**config.mk**
```make
export PLATFORM = sky130hd
export DESIGN_NAME = logic_op_dispatch
export DESIGN_NICKNAME = d
export VERILOG_FILES = /design/src/rtl/logic_op_dispatch.sv
export SDC_FILE = /design/constraint.sdc
export NUM_CORES = 1
export LEC_CHECK = 0
export CORE_MARGIN = 2
export CORE_UTILIZATION = 40
export CTS_BUF_LIST = sky130_fd_sc_hd__clkbuf_2 sky130_fd_sc_hd__clkbuf_4 sky130_fd_sc_hd__clkbuf_8
export CTS_CLUSTER_DIAMETER = 150
export DETAILED_ROUTE_END_ITERATION = 6
export PLACE_DENSITY_LB_ADDON = 0.25
export SYNTH_ARGS = -nofsm -noshare
export SYNTH_HDL_FRONTEND = slang
export SYNTH_SLANG_ARGS = --single-unit
```
**constraint.sdc**
```tcl
create_clock -name clk -period 5.5 [get_ports clk]
set_input_delay 1.1 -clock clk [delete_from_list [all_inputs] [get_ports clk]]
set_output_delay 1.1 -clock clk [all_outputs]
set_load 0.02 [all_outputs]
```
**src/rtl/logic_op_dispatch.sv**
```systemverilog
// Operand-pair sequencer for the 4-bit logic_op unit: buffers pairs in a small FIFO,
// issues one op at a time with a start pulse and returns the result (or a timeout abort).
module logic_op_dispatch #(
    parameter int DEPTH   = 4,
    parameter int TIMEOUT = 15
) (
    input  logic                     clk,
    input  logic                     rst_n,
    input  logic                     in_valid,
    output logic                     in_ready,
    input  logic [3:0]               in_a,
    input  logic [3:0]               in_b,
    output logic                     op_start,
    output logic [3:0]               op_in1,
    output logic [3:0]               op_in2,
    input  logic [3:0]               op_out,
    input  logic                     op_finish,
    output logic                     res_valid,
    input  logic                     res_ready,
    output logic [3:0]               res_data,
    output logic                     res_err,
    output logic                     busy,
    output logic [$clog2(DEPTH):0]   fifo_level
);

    localparam int PW = $clog2(DEPTH);
    localparam int LW = PW + 1;
    localparam int TW = $clog2(TIMEOUT);
    localparam logic [LW-1:0] FULL = LW'(DEPTH);
    localparam logic [TW-1:0] TMAX = TW'(TIMEOUT - 1);

    localparam logic [1:0] S_IDLE  = 2'd0;
    localparam logic [1:0] S_ISSUE = 2'd1;
    localparam logic [1:0] S_WAIT  = 2'd2;
    localparam logic [1:0] S_HOLD  = 2'd3;

    logic [1:0]    state;
    logic [TW-1:0] timer;
    logic [PW-1:0] wr_ptr;
    logic [PW-1:0] rd_ptr;
    logic [LW-1:0] level;
    logic [3:0]    mem_a [DEPTH];
    logic [3:0]    mem_b [DEPTH];
    logic          push;
    logic          pop;

    // in_ready depends only on the registered level, so a same-cycle pop never reopens a full FIFO
    assign in_ready   = (level != FULL);
    assign push       = in_valid && in_ready;
    assign pop        = (state == S_IDLE) && (level != '0);
    assign busy       = (state != S_IDLE);
    assign fifo_level = level;

    always_ff @(posedge clk) begin
        if (push) begin
            mem_a[wr_ptr] <= in_a;
            mem_b[wr_ptr] <= in_b;
        end
    end

    always_ff @(posedge clk or negedge rst_n) begin
        if (!rst_n) begin
            wr_ptr <= '0;
            rd_ptr <= '0;
            level  <= '0;
        end else begin
            if (push) wr_ptr <= wr_ptr + 1'b1;
            if (pop)  rd_ptr <= rd_ptr + 1'b1;
            case ({push, pop})
                2'b10:   level <= level + 1'b1;
                2'b01:   level <= level - 1'b1;
                default: level <= level;
            endcase
        end
    end

    always_ff @(posedge clk or negedge rst_n) begin
        if (!rst_n) begin
            state     <= S_IDLE;
            timer     <= '0;
            op_start  <= 1'b0;
            op_in1    <= 4'h0;
            op_in2    <= 4'h0;
            res_valid <= 1'b0;
            res_data  <= 4'h0;
            res_err   <= 1'b0;
        end else begin
            op_start <= 1'b0;
            case (state)
                S_IDLE: begin
                    if (pop) begin
                        op_in1   <= mem_a[rd_ptr];
                        op_in2   <= mem_b[rd_ptr];
                        op_start <= 1'b1;
                        state    <= S_ISSUE;
                    end
                end
                S_ISSUE: begin
                    timer <= '0;
                    state <= S_WAIT;
                end
                S_WAIT: begin
                    // finish takes priority over a timeout landing in the same cycle
                    if (op_finish) begin
                        res_data  <= op_out;
                        res_err   <= 1'b0;
                        res_valid <= 1'b1;
                        state     <= S_HOLD;
                    end else if (timer == TMAX) begin
                        res_data  <= 4'h0;
                        res_err   <= 1'b1;
                        res_valid <= 1'b1;
                        state     <= S_HOLD;
                    end else begin
                        timer <= timer + 1'b1;
                    end
                end
                S_HOLD: begin
                    if (res_ready) begin
                        res_valid <= 1'b0;
                        state     <= S_IDLE;
                    end
                end
                default: state <= S_IDLE;
            endcase
        end
    end

endmodule

```
======== Word-level counts from Yosys, hierarchy flattened ========
Memory sizes are Yosys's and may differ from the RTL's. A register that Yosys moved wholly into a read port is not among the register bits.
Cells that the tools add are included.
operators by class
  equality and inequality tests ........... 12
  reductions and logical operators ........ 16
  multiplexer cells ....................... 20
  add/subtract/negate cells ............... 5
operators with widths
  kind                                                                 count
  4-bit 2-to-1 mux                                                     4
  2-bit nonzero test                                                   5
  3-bit AND reduction                                                  3
  1-bit 2-to-1 mux                                                     8
  2-bit 2-to-1 mux                                                     4
  2-bit inequality test (second input constant)                        4
  2-bit case mux with 4 select lines                                   1
  4-bit case mux with 2 select lines                                   1
  2-bit == test (second input constant)                                3
  3-bit inequality test (second input constant)                        2
  3-bit case mux with 2 select lines                                   1
  2-bit by 1-bit adder with 2-bit output (second input constant)       2
  4-bit by 1-bit adder with 4-bit output (second input constant)       1
  2-bit by 1-bit == test with 1-bit output (second input constant)     2
  4-bit == test (second input constant)                                1
  2-bit AND reduction                                                  2
  3-bit by 1-bit adder with 3-bit output (second input constant)       1
  3-bit nonzero test                                                   1
  3-bit by 1-bit subtractor with 3-bit output (second input constant)  1
  1-bit logical AND                                                    2
  1-bit zero test                                                      2
  2-bit zero test                                                      1
  1-bit case mux with 2 select lines                                   1
storage, ports and cells
  output and inout port bits .............. 20
  input bits .............................. 17
  bits in writable memories ............... 32
  memories ................................ 2
  register bits after elaboration ......... 20
memory list
  name   words  width  read ports  clocked after memory_dff  wr ports  RTL line  text
  mem_a  4      4      1           1                         1         42        logic [3:0] mem_a [DEPTH];
  mem_b  4      4      1           1                         1         43        logic [3:0] mem_b [DEPTH];

======== Depth between registers and ports, before layout ========
Gate-level depths: netlist of run 1.
  word-level depth ........................ 4
  depth in mapped cells ................... 10

======== Worst setup path after synthesis of run 1 ========
OpenSTA, ideal clock, no wires.
  path type ............................... input to register
  start point ............................. input port in_valid
  end point ............................... register level[2], in the netlist fifo_level[2]
  setup slack ............................. 3.183 ns
  stages .................................. 8
  setup time .............................. 0.080 ns
  required time ........................... 5.420 ns
  arrival time ............................ 2.236 ns
  cells stage by stage .................... and2_4 inv_1 ha_1 inv_1 fa_1 xor2_1 nor2_1 xor2_1
on the way
  word-level cells in the longest chain between the ends .. 3
  elaborated cells on any way between the ends .. 5
  classes of those cells .................. eq/ne (2); mux (1); reduce/logical (2)
ends and longest elaborated chain
  element                                                                           RTL line  text
  start: declaration                                                                9         input logic in_valid,
  1-bit logical AND (*)                                                             49        assign push = in_valid && in_ready;
  2-bit by 1-bit == test with 1-bit output / 2-bit == test (equally long branches)  69        case ({push, pop})
  3-bit case mux with 2 select lines / 2-bit nonzero test (equally long branches)   --
  end signal: assignment                                                            70        2'b10: level <= level + 1'b1;
  end signal: assignment                                                            71        2'b01: level <= level - 1'b1;
  end signal: assignment                                                            72        default: level <= level;
  end: declaration                                                                  41        logic [LW-1:0] level;
Mark *: on every way between the ends. The rest lies on a longest branch, timed or not.
A chain may end at the register's enable or synchronous reset.

======== Final worst setup path of run 1 ========
  start point ............................. register level[1], in the netlist fifo_level[1]
  end point ............................... output port in_ready
on the way
  word-level cells in the longest chain between the ends .. 1
ends and longest elaborated chain
  element                RTL line  text
  3-bit inequality test  48        assign in_ready = (level != FULL);
  end: declaration       10        output logic in_ready,
Every way passes these cells.

==> results of run 1 <==
## metal layers
metal / global-route usage / wire length (um) / vias to the layer above
li1: - / - / 689
met2: 0.1928 / 2003 / 34
met5: 0 / 0 / -
met4: 0.07601 / 100 / 0
met3: 0.04871 / 168 / 10
met1: 0.1721 / 1993 / 730
## critical path, cell delays in order, from the launching register on
cell	delay, ns
sky130_fd_sc_hd__dfrtp_1	0.46
sky130_fd_sc_hd__or3b_4	0.46
sky130_fd_sc_hd__clkdlybuf4s50_1	0.56
## cell families after synthesis
kind of cell	count (synthesis)	share of synthesized area
DFF	60	0.6607
and+or+nand+nor	48	0.09154
buffers and inverters	14	0.02139
muxes	14	0.09801
AOI/OAI and AO/OA	12	0.04478
adders and majority gates	12	0.06269
xor gates and xnor gates	6	0.02090
## stage by stage
stage | area (sq um) | hold WS, ns
after floorplan | 2515 | 0.4684
after global placement | 2964 | 0.4586
after detailed placement | 2964 | 0.4655
after CTS | 3211 | 0.4833
after global routing | 3211 | 0.5052
final | 3211 | 0.4765
## power groups by stage
stage / clock network (mW) / registers (mW) / logic, mW
6_report: 0.487 / 0.740 / 0.665
5_1_grt: 0.518 / 0.765 / 0.732
4_1_cts: 0.497 / 0.743 / 0.677
3_5_place_dp: 0 / 0.753 / 0.676
3_3_place_gp: 0 / 0.749 / 0.667
2_1_floorplan: 0 / 0.776 / 0.403
## worst max path at each step
stage / end / startpoint
5_1_grt: in_ready / fifo_level[1]
2_1_floorplan: fifo_level[2] / in_valid
6_report: in_ready / fifo_level[1]
3_3_place_gp: fifo_level[2] / in_valid
3_5_place_dp: fifo_level[2] / in_valid
4_1_cts: in_ready / fifo_level[1]
## cell usage after synthesis
| master | n |
|---|---|
| sky130_fd_sc_hd__edfxtp_1 | 32 |
| sky130_fd_sc_hd__nand2_1 | 31 |
| sky130_fd_sc_hd__dfrtp_1 | 28 |
| sky130_fd_sc_hd__ha_1 | 11 |
| sky130_fd_sc_hd__inv_1 | 10 |
| sky130_fd_sc_hd__mux4_2 | 8 |
| sky130_fd_sc_hd__a32o_1 | 4 |
| sky130_fd_sc_hd__and3_2 | 4 |
| sky130_fd_sc_hd__mux2i_1 | 4 |
| sky130_fd_sc_hd__xnor2_1 | 4 |
| sky130_fd_sc_hd__and3_1 | 2 |
| sky130_fd_sc_hd__clkbuf_1 | 2 |
| sky130_fd_sc_hd__nand2b_1 | 2 |
| sky130_fd_sc_hd__nand3_1 | 2 |
| sky130_fd_sc_hd__xor2_1 | 2 |
| sky130_fd_sc_hd__a21boi_0 | 1 |
| sky130_fd_sc_hd__a21oi_1 | 1 |
| sky130_fd_sc_hd__a221oi_1 | 1 |
| sky130_fd_sc_hd__a31oi_1 | 1 |
| sky130_fd_sc_hd__a41oi_1 | 1 |
| sky130_fd_sc_hd__and2_4 | 1 |
| sky130_fd_sc_hd__buf_2 | 1 |
| sky130_fd_sc_hd__fa_1 | 1 |
| sky130_fd_sc_hd__inv_2 | 1 |
| sky130_fd_sc_hd__mux2_2 | 1 |
| sky130_fd_sc_hd__mux2_4 | 1 |
| sky130_fd_sc_hd__nor2_1 | 1 |
| sky130_fd_sc_hd__nor2b_1 | 1 |
| sky130_fd_sc_hd__nor3_1 | 1 |
| sky130_fd_sc_hd__nor3b_1 | 1 |
| sky130_fd_sc_hd__o21ai_0 | 1 |
| sky130_fd_sc_hd__o31ai_4 | 1 |
| sky130_fd_sc_hd__o32a_1 | 1 |
| sky130_fd_sc_hd__or3_1 | 1 |
| sky130_fd_sc_hd__or3b_4 | 1 |
## area by class of cell
cell class / instances / area, sq um / share of cell area
multi-input combinational: 92 / 799.5 / 0.2490
clock inverter: 7 / 122.6 / 0.03819
tap: 75 / 93.84 / 0.02923
timing repair buffer: 37 / 367.9 / 0.1146
inverter: 11 / 41.29 / 0.01286
sequential: 60 / 1662 / 0.5175
clock buffer: 9 / 123.9 / 0.03858
## state kept, by name, indices dropped and copies added, names as in the netlist
name and count:
mem_a 16, mem_b 16, op_in1 4, op_in2 4, res_data 4, timer 4
fifo_level 3, rd_ptr 2, state 2, wr_ptr 2, op_start 1, res_err 1
res_valid 1
==> impl_metrics.xml, run 1 <==
<?xml version="1.0" encoding="UTF-8"?>
<metrics>
  <group name="sta">
    <metric name="report.final.slew_viol_count" unit="">0</metric>
    <metric name="worst_pin_slew" unit="ns">0.5630</metric>
    <metric name="final.setup.tns" unit="ns">0</metric>
    <metric name="setup_violations" unit="">0</metric>
    <metric name="postLayoutSetupSlackWorst" unit="ns">2.589</metric>
    <metric name="fin_crit_sh" unit="">0.5293</metric>
    <metric name="max_freq" unit="MHz">343.5</metric>
    <metric name="min_period" unit="ns">2.911</metric>
    <metric name="setup_repair_after_global_routing_missed_its_margin" unit="">no</metric>
    <metric name="slew_headroom" unit="">0.6247</metric>
    <metric name="fin_worst_skew" unit="ns">0.009343</metric>
    <metric name="timing_hold_violations_final" unit="">0</metric>
  </group>
  <group name="power_and_ir_drop">
    <metric name="pwr-share-clk" unit="">0.258</metric>
    <metric name="power.share.sequential" unit="">0.391</metric>
    <metric name="power_per_cell_area" unit="nW/um^2">589.4</metric>
    <metric name="switching_share" unit="">0.3323</metric>
    <metric name="power.static_leakage" unit="nW">1.321</metric>
    <metric name="power_spent_charging_and_discharging_nets" unit="uW">628.9</metric>
    <metric name="power.internal" unit="mW">1.263</metric>
    <metric name="max-vdd-ir-drop" unit="V">0.0002857</metric>
    <metric name="comb_power_share" unit="">0.351</metric>
    <metric name="power" unit="mW">1.892</metric>
  </group>
  <group name="global_route">
    <metric name="grt_usage" unit="">0.1331</metric>
    <metric name="first_pass_grt_wire_length" unit="mm">6.913</metric>
    <metric name="grt_max_degree" unit="">29</metric>
    <metric name="first_global_vias" unit="">1384</metric>
    <metric name="global_route.overflow_total" unit="">0</metric>
    <metric name="antenna_violations_before_repair" unit="">0</metric>
  </group>
  <group name="clock_network">
    <metric name="cts_tree" unit="">built</metric>
    <metric name="tritoncts.num_buffers" unit="">9</metric>
    <metric name="cts-root-buf" unit="">sky130_fd_sc_hd__clkbuf_8</metric>
    <metric name="cts_max_level" unit="">3</metric>
    <metric name="cts.sinks" unit="">60</metric>
    <metric name="ctsLongestPathBuffers" unit="">2</metric>
    <metric name="cts_hold_buffers" unit="">0</metric>
    <metric name="clk_latency" unit="ns">0.34</metric>
    <metric name="clock_transition_time_at_the_flip_flop_clock_pins_of_the_worst_setup_and_hold_paths" unit="ns">0.07</metric>
    <metric name="cts_post_setup_buffers_inserted" unit="">0</metric>
    <metric name="cts_repair_resize_count" unit="">0</metric>
  </group>
  <group name="finish">
    <metric name="mostFrequentLayoutCell" unit="">sky130_fd_sc_hd__clkdlybuf4s50_1</metric>
    <metric name="antenna_cells" unit="">0</metric>
    <metric name="num-fill-cells" unit="">504</metric>
    <metric name="share_of_the_core_filled_with_cells" unit="">0.5359</metric>
    <metric name="area_growth" unit="%">27.66</metric>
    <metric name="number_of_standard_cells_in_the_final_layout_excluding_fillers" unit="">291</metric>
    <metric name="drive_gt1_frac" unit="">0.1620</metric>
    <metric name="nets" unit="">240</metric>
    <metric name="most_frequent_cells_in_the_layout" unit="">sky130_fd_sc_hd__clkdlybuf4s50_1, sky130_fd_sc_hd__edfxtp_1, sky130_fd_sc_hd__nand2_1, sky130_fd_sc_hd__dfrtp_1, sky130_fd_sc_hd__ha_1</metric>
  </group>
  <group name="detailed_routing">
    <metric name="route.antenna.remaining_nets" unit="">0</metric>
    <metric name="post-route-drc-count" unit="">0</metric>
    <metric name="drt-initial-drc-count" unit="">86</metric>
    <metric name="routed_wire_length_per_instance" unit="um">14.66</metric>
    <metric name="drt-pass1-iter-count" unit="">4</metric>
    <metric name="dr_total_vias" unit="">1463</metric>
    <metric name="via_per_instance_ratio" unit="">5.027</metric>
    <metric name="totalWireLength" unit="mm">4.266</metric>
  </group>
  <group name="floorplanning">
    <metric name="placementRows" unit="">28</metric>
    <metric name="die_height" unit="um">83.29</metric>
    <metric name="dieArea" unit="sq um">6937</metric>
    <metric name="die_w" unit="um">83.29</metric>
    <metric name="floorplan.initialDensity" unit="">0.4198</metric>
    <metric name="floorplan.io_pins" unit="">37</metric>
    <metric name="design.core.area" unit="sq um">5991</metric>
  </group>
  <group name="logic_synthesis">
    <metric name="netlist.area_leader.share" unit="">0.3821</metric>
    <metric name="postSynthAreaPerCell" unit="sq um">15.15</metric>
    <metric name="synthesis.area" unit="sq um">2515</metric>
    <metric name="largest_area_contributor_in_the_netlist" unit="">sky130_fd_sc_hd__edfxtp_1</metric>
    <metric name="flip_flop_and_latch_count_after_synthesis" unit="">60</metric>
    <metric name="synthesis.yosys.warnings" unit="">0</metric>
    <metric name="fraction_of_the_yosys_area_taken_by_sequential_cells" unit="">0.6607</metric>
    <metric name="synthCells" unit="">166</metric>
    <metric name="synth_net_count" unit="">195</metric>
    <metric name="synthTopCellsByArea" unit="">sky130_fd_sc_hd__edfxtp_1, sky130_fd_sc_hd__dfrtp_1, sky130_fd_sc_hd__mux4_2, sky130_fd_sc_hd__ha_1, sky130_fd_sc_hd__nand2_1</metric>
    <metric name="netlist-cell-type-count" unit="">35</metric>
  </group>
  <group name="placed_design">
    <metric name="hpwl" unit="mm">2.827</metric>
    <metric name="placed_cells_incl_taps" unit="">275</metric>
    <metric name="placement.setup.worst_slack" unit="ns">2.630</metric>
    <metric name="port-buffer-count" unit="">36</metric>
    <metric name="gp_routability_congestion" unit="">0.7755</metric>
  </group>
  <group name="worst_hold_path">
    <metric name="hold_path_startpoint" unit="">op_in2[2]</metric>
    <metric name="hold_end" unit="">op_in2[2]</metric>
    <metric name="hold_path_depth" unit="">2</metric>
    <metric name="min_delay_worst_type" unit="">reg -&gt; reg</metric>
  </group>
  <group name="worst_setup_path">
    <metric name="critical_path.max_fanout" unit="">6</metric>
    <metric name="worstReg2RegStart" unit="">state[0]</metric>
    <metric name="rrSetupSlack" unit="ns">3.18</metric>
    <metric name="critPathRequiredTime" unit="ns">4.40</metric>
    <metric name="worstReg2RegEnd" unit="">fifo_level[2]</metric>
    <metric name="timing.critical_path.from_type" unit="">flip-flop</metric>
    <metric name="critPathKind" unit="">reg -&gt; out</metric>
    <metric name="crit_arrival" unit="ns">1.81</metric>
    <metric name="reg2regPathDepth" unit="">10</metric>
    <metric name="worstSetupEndpointType" unit="">output pin</metric>
  </group>
  <group name="outcome">
    <metric name="run_status" unit="">completed</metric>
  </group>
  <group name="job">
    <metric name="max_cap_viol_count" unit="">0</metric>
  </group>
</metrics>
Note: power is estimated with default switching activity, not from simulation.
==> inputs of run 2 (changes only) <==
==> constraint.sdc (replaced) <==
create_clock -name clk -period 2.85 [get_ports clk]
set_input_delay 0.57 -clock clk [delete_from_list [all_inputs] [get_ports clk]]
set_output_delay 0.57 -clock clk [all_outputs]
set_load 0.02 [all_outputs]
==> impl_metrics.xml, run 2 (synthesis results as in run 1) <==
<?xml version="1.0" encoding="UTF-8"?>
<metrics>
  <group name="finish">
    <metric name="largestRegisters" unit="">mem_a (16), mem_b (16)</metric>
    <metric name="register_area" unit="sq um">1662</metric>
    <metric name="most_frequent_cells_in_the_layout" unit="">sky130_fd_sc_hd__clkdlybuf4s50_1, sky130_fd_sc_hd__edfxtp_1, sky130_fd_sc_hd__nand2_1, sky130_fd_sc_hd__dfrtp_1, sky130_fd_sc_hd__ha_1</metric>
    <metric name="num-fill-cells" unit="">511</metric>
    <metric name="drive_gt1_frac" unit="">0.1620</metric>
    <metric name="multi_input_area" unit="sq um">799.5</metric>
    <metric name="mostFrequentLayoutCell" unit="">sky130_fd_sc_hd__clkdlybuf4s50_1</metric>
    <metric name="nets" unit="">240</metric>
    <metric name="share_of_the_core_filled_with_cells" unit="">0.5230</metric>
    <metric name="antenna_cells" unit="">0</metric>
    <metric name="area_growth" unit="%">24.58</metric>
  </group>
  <group name="floorplanning">
    <metric name="floorplan.initialDensity" unit="">0.4198</metric>
    <metric name="design.core.area" unit="sq um">5991</metric>
    <metric name="die_height" unit="um">83.29</metric>
    <metric name="floorplan.io_pins" unit="">37</metric>
    <metric name="placementRows" unit="">28</metric>
    <metric name="dieArea" unit="sq um">6937</metric>
    <metric name="die_w" unit="um">83.29</metric>
  </group>
  <group name="worst_setup_path">
    <metric name="crit_arrival" unit="ns">1.79</metric>
    <metric name="cp_buf_inv_count" unit="">1</metric>
    <metric name="crit_path_max_incr_delay" unit="ns">0.55</metric>
    <metric name="crit_path_cell_trace" unit="">or3b_4 &gt; clkdlybuf4s50_1</metric>
    <metric name="critPathRequiredTime" unit="ns">2.28</metric>
    <metric name="worstReg2RegStart" unit="">state[0]</metric>
    <metric name="worst_path_dominant_cell_family" unit="">buffers and inverters</metric>
    <metric name="critPathKind" unit="">reg -&gt; out</metric>
    <metric name="critical_path.max_fanout" unit="">6</metric>
    <metric name="worstReg2RegEnd" unit="">fifo_level[2]</metric>
    <metric name="timing.critical_path.from_type" unit="">flip-flop</metric>
    <metric name="worstSetupEndpointType" unit="">output pin</metric>
    <metric name="reg2regPathDepth" unit="">10</metric>
    <metric name="cp_slowest_cell" unit="">sky130_fd_sc_hd__clkdlybuf4s50_1</metric>
    <metric name="rrSetupSlack" unit="ns">0.55</metric>
  </group>
  <group name="sta">
    <metric name="setup_repair_after_global_routing_missed_its_margin" unit="">no</metric>
    <metric name="report.final.slew_viol_count" unit="">0</metric>
    <metric name="min_period" unit="ns">2.362</metric>
    <metric name="final.setup.tns" unit="ns">0</metric>
    <metric name="setup_violations" unit="">0</metric>
    <metric name="fin_worst_skew" unit="ns">0.009593</metric>
    <metric name="timing_hold_violations_final" unit="">0</metric>
    <metric name="worst_pin_slew" unit="ns">0.6315</metric>
    <metric name="slew_headroom" unit="">0.5771</metric>
    <metric name="fin_crit_sh" unit="">0.8286</metric>
    <metric name="max_freq" unit="MHz">423.5</metric>
  </group>
  <group name="clock_network">
    <metric name="cts.sinks" unit="">60</metric>
    <metric name="cts_max_level" unit="">3</metric>
    <metric name="clock_transition_time_at_the_flip_flop_clock_pins_of_the_worst_setup_and_hold_paths" unit="ns">0.07</metric>
    <metric name="ctsLongestPathBuffers" unit="">2</metric>
    <metric name="clk_latency" unit="ns">0.33</metric>
    <metric name="cts_tree" unit="">built</metric>
    <metric name="cts_post_setup_buffers_inserted" unit="">0</metric>
    <metric name="cts-root-buf" unit="">sky130_fd_sc_hd__clkbuf_8</metric>
    <metric name="tritoncts.num_buffers" unit="">9</metric>
    <metric name="cts_repair_resize_count" unit="">0</metric>
    <metric name="cts_hold_buffers" unit="">0</metric>
  </group>
  <group name="worst_hold_path">
    <metric name="hold_path_depth" unit="">2</metric>
    <metric name="hold_end" unit="">op_in1[1]</metric>
    <metric name="hold_path_startpoint" unit="">op_in1[1]</metric>
    <metric name="min_delay_worst_type" unit="">reg -&gt; reg</metric>
  </group>
  <group name="detailed_routing">
    <metric name="post-route-drc-count" unit="">0</metric>
    <metric name="totalWireLength" unit="mm">4.435</metric>
    <metric name="drt-pass1-iter-count" unit="">4</metric>
    <metric name="via_per_instance_ratio" unit="">4.969</metric>
    <metric name="dr_total_vias" unit="">1446</metric>
    <metric name="route.antenna.remaining_nets" unit="">0</metric>
    <metric name="drt-initial-drc-count" unit="">74</metric>
    <metric name="routed_wire_length_per_instance" unit="um">15.24</metric>
  </group>
  <group name="global_route">
    <metric name="first_global_vias" unit="">1501</metric>
    <metric name="antenna_violations_before_repair" unit="">0</metric>
    <metric name="grt_usage" unit="">0.1405</metric>
    <metric name="global_route.overflow_total" unit="">0</metric>
    <metric name="first_pass_grt_wire_length" unit="mm">7.417</metric>
    <metric name="grt_max_degree" unit="">29</metric>
  </group>
  <group name="power_and_ir_drop">
    <metric name="power_spent_charging_and_discharging_nets" unit="mW">1.186</metric>
    <metric name="power.internal" unit="mW">2.183</metric>
    <metric name="power_per_cell_area" unit="nW/um^2">1076</metric>
    <metric name="switching_share" unit="">0.3520</metric>
    <metric name="power.static_leakage" unit="nW">1.291</metric>
    <metric name="power.share.sequential" unit="">0.425</metric>
    <metric name="pwr-share-clk" unit="">0.191</metric>
    <metric name="max-vdd-ir-drop" unit="V">0.0005033</metric>
    <metric name="comb_power_share" unit="">0.384</metric>
  </group>
  <group name="outcome">
    <metric name="run_status" unit="">completed</metric>
  </group>
  <group name="placed_design">
    <metric name="port-buffer-count" unit="">36</metric>
    <metric name="hpwl" unit="mm">3.003</metric>
    <metric name="gp_routability_congestion" unit="">0.7853</metric>
  </group>
  <group name="job">
    <metric name="max_cap_viol_count" unit="">0</metric>
  </group>
</metrics>
==> run 2: cell types whose count changed in the layout (fill, tap and decap cells not counted), sizes merged <==
cell | before | now
bufinv | 3 | 0
clkbuf | 9 | 11
clkinv | 0 | 3
inv | 13 | 11
==> run 2: tightest hold or removal path: stages, from the launching register on <==
cell and delay, ns:
sky130_fd_sc_hd__dfrtp_1 0.35, sky130_fd_sc_hd__nand2_1 0.05, sky130_fd_sc_hd__nand2_1 0.05
==> run 2: worst max path at each step <==
| stage | from | to | slack, ns | depth (start not counted) |
|---|---|---|---|---|
| floorplan | fifo_level[2] | fifo_level[2] | 0.57 | 9 |
| global placement | in_valid | fifo_level[2] | 0.53 | 9 |
| detailed placement | in_valid | fifo_level[2] | 0.51 | 9 |
| CTS | fifo_level[2] | in_ready | 0.46 | 2 |
| global route | state[0] | fifo_level[2] | 0.30 | 10 |
| finish | fifo_level[2] | in_ready | 0.49 | 2 |
==> run 2: through the flow <==
step           total power [mW]  cells  area [sq um]  setup slack [ns]  hold slack (ns)
6_report                  3.370    291          3133            0.4885           0.4773
5_1_grt                   3.618    291          3133            0.2950           0.5134
4_1_cts                   3.426    291          3133            0.4639           0.4830
3_5_place_dp              2.775    275          2964            0.5148           0.4660
3_3_place_gp              2.741    275          2964            0.5322           0.4644
2_1_floorplan             2.274    166          2515            0.5689           0.2744
==> run 2: metal layers <==
layer  up-vias  global-route usage  wire, um
met4         0             0.05365        49
met5         -                   0         0
met3         4             0.05070       168
li1        694                   -         -
met1       715              0.1722      1952
met2        33              0.2280      2264
==> run 2: layout make-up <==
type / count / area share
Inverter: 11 / 0.01318
Clock buffer: 11 / 0.04433
Multi-Input combinational cell: 92 / 0.2552
Tap cell: 75 / 0.02995
Sequential cell: 60 / 0.5304
Timing Repair Buffer: 37 / 0.1174
Clock inverter: 5 / 0.009585
==> run 2: power groups by stage <==
stage	registers (mW)	clock network, mW	logic, mW
CTS	1.44	0.665	1.32
global placement	1.45	0	1.29
global route	1.47	0.717	1.43
detailed placement	1.46	0	1.32
finish	1.43	0.643	1.30
floorplan	1.50	0	0.777
==> inputs of run 3 (changes only) <==
==> constraint.sdc (replaced) <==
create_clock -name clk -period 1.9 [get_ports clk]
set_input_delay 0.38 -clock clk [delete_from_list [all_inputs] [get_ports clk]]
set_output_delay 0.38 -clock clk [all_outputs]
set_load 0.02 [all_outputs]
==> impl_metrics.xml, run 3 (synthesis results as in run 1) <==
<?xml version="1.0" encoding="UTF-8"?>
<metrics>
  <group name="outcome">
    <metric name="failed_checks" unit="">setup timing</metric>
    <metric name="run_status" unit="">complete, but fails checks</metric>
  </group>
  <group name="worst_setup_path">
    <metric name="critPathRequiredTime" unit="ns">2.15</metric>
    <metric name="crit_start" unit="">fifo_level[1]</metric>
    <metric name="rrSetupSlack" unit="ns">-0.07</metric>
    <metric name="critical_path.max_fanout" unit="">2</metric>
    <metric name="timing.critical_path.from_type" unit="">flip-flop</metric>
    <metric name="worstReg2RegStart" unit="">fifo_level[1]</metric>
    <metric name="worstReg2RegEnd" unit="">fifo_level[2]</metric>
    <metric name="critPathKind" unit="">reg -&gt; reg</metric>
    <metric name="worstSetupEndpointType" unit="">flip-flop</metric>
    <metric name="crit_arrival" unit="ns">2.22</metric>
    <metric name="reg2regPathDepth" unit="">9</metric>
  </group>
  <group name="detailed_routing">
    <metric name="post-route-drc-count" unit="">0</metric>
    <metric name="dr_total_vias" unit="">1486</metric>
    <metric name="route.antenna.remaining_nets" unit="">0</metric>
    <metric name="via_per_instance_ratio" unit="">4.840</metric>
    <metric name="drt-initial-drc-count" unit="">103</metric>
    <metric name="totalWireLength" unit="mm">4.332</metric>
    <metric name="routed_wire_length_per_instance" unit="um">14.11</metric>
    <metric name="drt-pass1-iter-count" unit="">3</metric>
  </group>
  <group name="global_route">
    <metric name="global_route.overflow_total" unit="">0</metric>
    <metric name="first_pass_grt_wire_length" unit="mm">7.279</metric>
    <metric name="grt_max_degree" unit="">29</metric>
    <metric name="antenna_violations_before_repair" unit="">0</metric>
    <metric name="first_global_vias" unit="">1522</metric>
    <metric name="grt_usage" unit="">0.1387</metric>
  </group>
  <group name="clock_network">
    <metric name="clk_latency" unit="ns">0.33</metric>
    <metric name="cts_hold_buffers" unit="">0</metric>
    <metric name="cts_tree" unit="">built</metric>
    <metric name="cts-root-buf" unit="">sky130_fd_sc_hd__clkbuf_8</metric>
    <metric name="cts_max_level" unit="">3</metric>
    <metric name="cts.sinks" unit="">60</metric>
    <metric name="clock_transition_time_at_the_flip_flop_clock_pins_of_the_worst_setup_and_hold_paths" unit="ns">0.07</metric>
    <metric name="ctsLongestPathBuffers" unit="">2</metric>
    <metric name="tritoncts.num_buffers" unit="">9</metric>
  </group>
  <group name="power_and_ir_drop">
    <metric name="power" unit="mW">5.493</metric>
    <metric name="max-vdd-ir-drop" unit="V">0.0008035</metric>
    <metric name="switching_share" unit="">0.3317</metric>
    <metric name="power.internal" unit="mW">3.671</metric>
    <metric name="power_per_cell_area" unit="nW/um^2">1661</metric>
    <metric name="power_spent_charging_and_discharging_nets" unit="mW">1.822</metric>
    <metric name="comb_power_share" unit="">0.414</metric>
    <metric name="power.share.sequential" unit="">0.370</metric>
    <metric name="power.static_leakage" unit="nW">1.384</metric>
    <metric name="pwr-share-clk" unit="">0.216</metric>
  </group>
  <group name="sta">
    <metric name="setup_violations" unit="">1</metric>
    <metric name="max_freq" unit="MHz">507.9</metric>
    <metric name="postLayoutSetupSlackWorst" unit="ns">-0.06899</metric>
    <metric name="timing_hold_violations_final" unit="">0</metric>
    <metric name="report.final.slew_viol_count" unit="">0</metric>
    <metric name="setup_repair_after_global_routing_missed_its_margin" unit="">yes</metric>
    <metric name="slew_headroom" unit="">0.7336</metric>
    <metric name="fin_crit_sh" unit="">1.036</metric>
    <metric name="worst_pin_slew" unit="ns">0.3996</metric>
    <metric name="min_period" unit="ns">1.969</metric>
    <metric name="fin_worst_skew" unit="ns">0.007856</metric>
  </group>
  <group name="placed_design">
    <metric name="port-buffer-count" unit="">36</metric>
    <metric name="hpwl" unit="mm">3.064</metric>
    <metric name="gp_routability_congestion" unit="">0.7726</metric>
    <metric name="placed_cells_incl_taps" unit="">291</metric>
  </group>
  <group name="floorplanning">
    <metric name="die_height" unit="um">83.29</metric>
    <metric name="floorplan.initialDensity" unit="">0.4198</metric>
    <metric name="die_w" unit="um">83.29</metric>
    <metric name="floorplan.io_pins" unit="">37</metric>
    <metric name="placementRows" unit="">28</metric>
    <metric name="dieArea" unit="sq um">6937</metric>
    <metric name="design.core.area" unit="sq um">5991</metric>
  </group>
  <group name="finish">
    <metric name="antenna_cells" unit="">0</metric>
    <metric name="nets" unit="">256</metric>
    <metric name="largestRegisters" unit="">mem_a (16), mem_b (16)</metric>
    <metric name="most_frequent_cells_in_the_layout" unit="">sky130_fd_sc_hd__clkdlybuf4s50_1, sky130_fd_sc_hd__edfxtp_1, sky130_fd_sc_hd__nand2_1, sky130_fd_sc_hd__dfrtp_1, sky130_fd_sc_hd__buf_4</metric>
    <metric name="area_growth" unit="%">31.49</metric>
    <metric name="drive_gt1_frac" unit="">0.2543</metric>
    <metric name="number_of_standard_cells_in_the_final_layout_excluding_fillers" unit="">307</metric>
    <metric name="mostFrequentLayoutCell" unit="">sky130_fd_sc_hd__clkdlybuf4s50_1</metric>
  </group>
  <group name="worst_hold_path">
    <metric name="min_delay_worst_type" unit="">in -&gt; async</metric>
  </group>
  <group name="job">
    <metric name="max_cap_viol_count" unit="">0</metric>
  </group>
</metrics>
run 3: final cells by class:
cell class | instances | area, sq um
tap | 75 | 93.84
timing repair buffer | 53 | 478.0
sequential | 60 | 1665
multi-input combinational | 92 | 814.5
clock buffer | 12 | 165.2
inverter | 11 | 43.79
fill | 484 | 2684
clock inverter | 4 | 46.29
run 3: through the flow:
step | instance area [sq um] | setup WS [ns] | setup TNS, ns | hold WS [ns] | utilization
final | 3307 | -0.06899 | -0.06899 | 0.4259 | 0.5520
after global routing | 3307 | -0.1536 | -0.1536 | 0.4556 | 0.5520
after CTS | 3316 | -0.09162 | -0.1532 | 0.4340 | 0.5535
after detailed placement | 3103 | -0.1759 | -0.1795 | 0.4655 | 0.5180
after global placement | 3103 | -0.1117 | -0.1117 | 0.4607 | 0.5180
after floorplan | 2534 | -0.2599 | -0.3861 | 0.08441 | -
run 3: power groups by stage:
stage / Sequential, mW / Combinational (mW) / Clock (mW)
after floorplan: 2.25 / 1.21 / 0
after global routing: 2.09 / 2.51 / 1.26
after global placement: 2.05 / 2.28 / 0
after detailed placement: 2.07 / 2.34 / 0
final: 2.03 / 2.28 / 1.18
after CTS: 2.04 / 2.34 / 1.21
run 3: critical path: stages (launching register included):
cell	delay, ns
sky130_fd_sc_hd__dfrtp_2	0.40
sky130_fd_sc_hd__or3b_4	0.40
sky130_fd_sc_hd__and2_4	0.16
sky130_fd_sc_hd__inv_4	0.05
sky130_fd_sc_hd__ha_4	0.12
sky130_fd_sc_hd__inv_2	0.04
sky130_fd_sc_hd__fa_2	0.32
sky130_fd_sc_hd__xor2_1	0.14
sky130_fd_sc_hd__nor2_1	0.11
sky130_fd_sc_hd__xor2_1	0.16
run 3: how the worst max path moves through the flow:
stage                               end  slack [ns]  depth (start not counted)
after detailed placement  fifo_level[2]       -0.18                          9
after CTS                 fifo_level[2]       -0.09                          9
after global routing      fifo_level[2]       -0.15                          9
after global placement    fifo_level[2]       -0.11                          9
after floorplan           fifo_level[2]       -0.26                          9
final                     fifo_level[2]       -0.07                          9
run 3: metal layers:
metal  up-vias  share of wire  track usage
li1        725              -            -
met1       721           0.44       0.1704
met2        33           0.49       0.2177
met3         7          0.046      0.04374
met4         0          0.022      0.07601
met5         -              0            0
run 3: repair_timing:
action / CTS / global route
pin swaps: 5 / 0
gates resized for setup: 4 / 3
buffers inserted: 0 / 0
setup endpoints to repair: 3 / 3
